===== src/rtl/load_store_unit.sv =====
// Load/store unit: byte/half/word accesses to a word-wide data memory.
// Sub-word stores are read-modify-write; sub-word loads are lane-extracted and extended.
module load_store_unit #(
    parameter int unsigned XLEN   = 32,
    parameter int unsigned AWIDTH = 10
) (
    input  logic              clock,
    input  logic              reset,
    input  logic              req_valid,
    output logic              req_ready,
    input  logic              req_write,
    input  logic [1:0]        req_size,
    input  logic              req_unsigned,
    input  logic [XLEN-1:0]   req_addr,
    input  logic [XLEN-1:0]   req_wdata,
    output logic              rsp_valid,
    output logic [XLEN-1:0]   rsp_rdata,
    output logic              rsp_misaligned,
    output logic              mem_en,
    output logic              mem_wen,
    output logic [AWIDTH-1:0] mem_addr,
    output logic [XLEN-1:0]   mem_wdata,
    input  logic [XLEN-1:0]   mem_rdata
);

    localparam logic [1:0] SZ_BYTE = 2'b00;
    localparam logic [1:0] SZ_HALF = 2'b01;
    localparam logic [1:0] SZ_WORD = 2'b10;

    typedef enum logic [2:0] {
        IDLE = 3'd0,
        RD   = 3'd1,
        CAP  = 3'd2,
        WR   = 3'd3,
        RESP = 3'd4
    } state_t;

    state_t      r_state;
    logic        r_write;
    logic [1:0]  r_size;
    logic        r_unsigned;
    logic [1:0]  r_lane;
    logic [15:0] r_wdata;

    logic            w_misaligned;
    logic [7:0]      w_byte;
    logic [15:0]     w_half;
    logic [XLEN-1:0] w_load;
    logic [XLEN-1:0] w_merged;
    logic            w_unused_addr;

    // Address bits above the memory range are deliberately dropped.
    assign w_unused_addr = ^req_addr[XLEN-1:AWIDTH];

    assign w_misaligned = (req_size == 2'b11)
                       || (req_size == SZ_HALF && req_addr[0])
                       || (req_size == SZ_WORD && req_addr[1:0] != 2'b00);

    assign w_byte = mem_rdata[{r_lane, 3'b000} +: 8];
    assign w_half = mem_rdata[{r_lane[1], 4'b0000} +: 16];

    // Load lane extraction and extension; word loads ignore r_unsigned.
    always_comb begin
        w_load = mem_rdata;
        case (r_size)
            SZ_BYTE: w_load = {{(XLEN-8){~r_unsigned & w_byte[7]}}, w_byte};
            SZ_HALF: w_load = {{(XLEN-16){~r_unsigned & w_half[15]}}, w_half};
            default: w_load = mem_rdata;
        endcase
    end

    // Store merge: overwrite the target lane(s) of the fetched word.
    always_comb begin
        w_merged = mem_rdata;
        if (r_size == SZ_BYTE)
            w_merged[{r_lane, 3'b000} +: 8] = r_wdata[7:0];
        else
            w_merged[{r_lane[1], 4'b0000} +: 16] = r_wdata;
    end

    always_ff @(posedge clock or negedge reset) begin
        if (!reset) begin
            r_state        <= IDLE;
            r_write        <= 1'b0;
            r_size         <= 2'b00;
            r_unsigned     <= 1'b0;
            r_lane         <= 2'b00;
            r_wdata        <= 16'h0;
            req_ready      <= 1'b1;
            rsp_valid      <= 1'b0;
            rsp_rdata      <= '0;
            rsp_misaligned <= 1'b0;
            mem_en         <= 1'b0;
            mem_wen        <= 1'b0;
            mem_addr       <= '0;
            mem_wdata      <= '0;
        end else begin
            rsp_valid      <= 1'b0;
            rsp_misaligned <= 1'b0;
            case (r_state)
                IDLE: begin
                    if (req_valid) begin
                        r_write    <= req_write;
                        r_size     <= req_size;
                        r_unsigned <= req_unsigned;
                        r_lane     <= req_addr[1:0];
                        r_wdata    <= req_wdata[15:0];
                        mem_addr   <= {req_addr[AWIDTH-1:2], 2'b00};
                        req_ready  <= 1'b0;
                        rsp_rdata  <= '0;
                        if (w_misaligned) begin
                            rsp_valid      <= 1'b1;
                            rsp_misaligned <= 1'b1;
                            r_state        <= RESP;
                        end else if (req_write && req_size == SZ_WORD) begin
                            mem_en    <= 1'b1;
                            mem_wen   <= 1'b1;
                            mem_wdata <= req_wdata;
                            r_state   <= WR;
                        end else begin
                            mem_en  <= 1'b1;
                            r_state <= RD;
                        end
                    end
                end
                RD: begin
                    mem_en  <= 1'b0;
                    r_state <= CAP;
                end
                CAP: begin
                    if (!r_write) begin
                        rsp_rdata <= w_load;
                        rsp_valid <= 1'b1;
                        r_state   <= RESP;
                    end else begin
                        mem_en    <= 1'b1;
                        mem_wen   <= 1'b1;
                        mem_wdata <= w_merged;
                        r_state   <= WR;
                    end
                end
                WR: begin
                    mem_en    <= 1'b0;
                    mem_wen   <= 1'b0;
                    mem_wdata <= '0;
                    rsp_valid <= 1'b1;
                    r_state   <= RESP;
                end
                RESP: begin
                    rsp_rdata <= '0;
                    req_ready <= 1'b1;
                    r_state   <= IDLE;
                end
                default: begin
                    req_ready <= 1'b1;
                    mem_en    <= 1'b0;
                    mem_wen   <= 1'b0;
                    mem_wdata <= '0;
                    r_state   <= IDLE;
                end
            endcase
        end
    end

endmodule


===== config.mk =====
export PLATFORM = sky130hd
export DESIGN_NAME = load_store_unit
export DESIGN_NICKNAME = d
export VERILOG_FILES = /design/src/rtl/load_store_unit.sv
export SDC_FILE = /design/constraint.sdc
export NUM_CORES = 1
export LEC_CHECK = 0
export CORE_MARGIN = 10
export CORE_UTILIZATION = 40
export DETAILED_ROUTE_END_ITERATION = 12
export GPL_TIMING_DRIVEN = 0
export PLACE_DENSITY_LB_ADDON = 0.2
export SYNTH_ARGS = -nofsm -noshare
export SYNTH_HDL_FRONTEND = slang
export SYNTH_SLANG_ARGS = --single-unit

===== constraint.sdc =====
create_clock -name clock -period 2.4 [get_ports clock]
set_input_delay 0.48 -clock clock [delete_from_list [all_inputs] [get_ports clock]]
set_output_delay 0.48 -clock clock [all_outputs]
set_load 0.03 [all_outputs]

==> impl_metrics.env <==
export IMPL_critPathLaunch="r_lane[1]"
export IMPL_synth_most_common_cell="dfrtp_1"
export IMPL_first_global_vias=5477
export IMPL_synth_top_area_share_pct=46.2
export IMPL_wire_per_inst_um=22.9
export IMPL_final_util_pct=58.7
export IMPL_vias=5364
export IMPL_p_comb_share_pct=56.6
export IMPL_fin_crit_ns=2.37
export IMPL_portBuffers=157
export IMPL_ys_async_sr_fraction_pct=100
export IMPL_fin_skew_ns=0.00575
export IMPL_hold_viol=0
export IMPL_synth_cells=538
export IMPL_clk_latency_ns=0.35
export IMPL_vdd_drop_max_mv=0.781
export IMPL_ys_types=53
export IMPL_slew_headroom_pct=41.9
export IMPL_nNetsFinal=821
export IMPL_setup_viol=0
export IMPL_die_area_sq_mm=0.0187
export IMPL_num_antenna_cells=0
export IMPL_num_io_pins=182
export IMPL_cts_clk_slew_worst_paths_ns=0.07
export IMPL_vias_per_cell=6.00
export IMPL_r2r_start="r_lane[1]"
export IMPL_place_area_sq_mm=0.00729
export IMPL_cp_start_kind="register"
export IMPL_overflow=0
export IMPL_synth_seq_area_share_pct=46.7
export IMPL_tightestPinTransition_ns=0.872
export IMPL_hold_slack_ns=0.0991
export IMPL_synth_edf_count=0
export IMPL_antenna_found_initial=0
export IMPL_syn_area_sq_mm=0.00547
export IMPL_sw_frac_of_total_pct=45.3
export IMPL_die_height_um=137
export IMPL_rsz0062_at_grt="true"
export IMPL_design_area_sq_mm=0.00780
export IMPL_wl_um=20500
export IMPL_status="finished clean"
export IMPL_cts_made_buffers=9
export IMPL_max_cap_viol_count=0
export IMPL_endpoint_kind="register"
export IMPL_initial_core_util_pct=41.1
export IMPL_cts_root_buf="clkbuf_16"
export IMPL_yosys_top_cells_area="dfrtp_1, a221o_1, nand2_1"
export IMPL_ys_flop_type="dfrtp_1"
export IMPL_pwr_share_clk_pct=14.7
export IMPL_avgSynthCellArea_sq_um=10.2
export IMPL_chipWidth_um=137
export IMPL_worstPathArrival_ns=2.61
export IMPL_grt_pass1_wl_um=31400
export IMPL_place_hpwl_um=15900
export IMPL_globalplace_congestion=0.896
export IMPL_drt_initial_drc_count=542
export IMPL_hp_class="input port to asynchronous set/reset pin"
export IMPL_drive_gt1_share_pct=13.6
export IMPL_crit_fanout=10
export IMPL_core_sq_mm=0.0133
export IMPL_drtAntennaViolNets=0
export IMPL_final_max_slew_viol_count=0
export IMPL_firstDrtPassIters=5
export IMPL_ys_ff_latch=102
export IMPL_worst_endpoint_required_ns=2.64
export IMPL_h_tree_depth=3
export IMPL_period_share_pct=98.9
export IMPL_cts_tree="yes"
export IMPL_worstSetupPathType="register to register"
export IMPL_clk_path_buf_depth=2
export IMPL_p_per_area_mw_per_mm2=1390
export IMPL_internal_power_mw=5.94
export IMPL_max_freq_mhz=421
export IMPL_grt_max_degree=64
export IMPL_rows=42
export IMPL_p_sw_mw=4.92
export IMPL_seqPwrFrac_pct=28.7
export IMPL_clock_sinks=102
export IMPL_ys_warn_count=0
export IMPL_total_leakage_power_nw=3.34
export IMPL_yosysTopAreaCell="dfrtp_1"
export IMPL_areaGrowthSynthToFinish_pct=42.7
export IMPL_grt_usage_pct=21.6
export IMPL_drc=0
export IMPL_synthTopCellsByCount="dfrtp_1, nand2_1, a221o_1"
stage by stage:
stage	setup TNS (ns)	std cells	setup WS [ns]	power (mW)
CTS	0	889	0.00118	10.7
global placement	-319.06	872	-2.99	8.85
detailed placement	-17.76	873	-0.521	8.97
global route	-0.243	894	-0.0319	11.5
floorplan	0	539	0.0975	6.62
finish	0	894	0.0268	10.9
state kept, by name, summed over array words and instances, names as in the netlist, 2 cells and up:
name       flops
mem_addr       8
r_wdata       16
mem_wdata     32
r_size         2
r_state        3
rsp_rdata     32
r_lane         2
worst paths after layout:
| path | endpoint | slack, ns | cells past startpoint |
|---|---|---|---|
| max | mem_wdata[0] | 0.03 | 8 |
| min | rsp_rdata[28] | 0.1 | 1 |
| max reg2reg | mem_wdata[0] | 0.03 | 8 |
| min reg2reg | mem_addr[4] | 0.47 | 2 |
| max in group asynchronous | req_ready | 1.56 | 2 |
| min in group clock | mem_addr[4] | 0.47 | 2 |
cells in the final DEF (no fill, tap or decap), types with 8 or more instances in the layout:
| master | Yosys | layout |
|---|---|---|
| inv_1 | 16 | 14 |
| nor2_1 | 19 | 18 |
| clkdlybuf4s50_1 | 0 | 156 |
| clkbuf_16 | 0 | 9 |
| mux2i_1 | 14 | 14 |
| clkbuf_1 | 30 | 27 |
| a32o_1 | 22 | 22 |
| nand2b_1 | 15 | 15 |
| nand2_1 | 100 | 100 |
| a221oi_1 | 14 | 11 |
| a221o_1 | 42 | 42 |
| or2_2 | 11 | 11 |
| buf_4 | 3 | 11 |
| o21ai_0 | 24 | 24 |
| a21oi_1 | 16 | 16 |
| o22ai_1 | 8 | 8 |
| a221o_2 | 10 | 10 |
| dfrtp_1 | 101 | 101 |
area by class of cell:
class	instances	area, sq um
Clock inverter	5	83.8
Clock buffer	11	243
Multi-Input combinational cell	375	2750
Fill cell	1150	5500
Buffer	45	241
Inverter	16	63.8
Timing Repair Buffer	164	1640
Sequential cell	102	2550
Tap cell	176	220
layer usage:
layer  global-route usage, %  vias up  wire [um]
met1                    28.2     2668       8690
met5                       0        -          0
met4                    7.44        0        481
met2                    34.7      278       9580
li1                        -     2386          -
met3                    4.77       32       1710
worst max-delay path, stage by stage (launching register included):
cell        delay (ns)
dfrtp_1           0.40
buf_6             0.17
buf_8             0.17
clkinvlp_4        0.18
ha_4              0.32
inv_1             0.06
a41o_4            0.29
a221o_1           0.39
a32o_1            0.28
what timing repair did:
action	in CTS	in global routing
gates cloned	0	0
setup endpoints to repair	41	54
pin swaps	1	0
hold buffers	0	0
setup buffers	1	5
gates resized for setup	16	20
kinds of logic after synthesis:
group                      after synthesis  synth area share (%)
and+or+nand+nor                        173                  15.0
AOI/OAI and AO/OA                      171                  25.8
DFF                                    102                  46.7
buffers and inverters                   62                  5.15
muxes                                   24                  6.07
adders and majority gates                5                  1.14
other                                    1                0.0686
power by group through the flow:
stage	Combinational [mW]	Clock, mW	Sequential [mW]
6_report	6.15	1.60	3.12
5_1_grt	6.59	1.70	3.21
2_1_floorplan	2.62	0	4.01
4_1_cts	5.98	1.62	3.11
3_5_place_dp	5.84	0	3.12
3_3_place_gp	5.75	0	3.10
(Power assumes the default switching activity.)
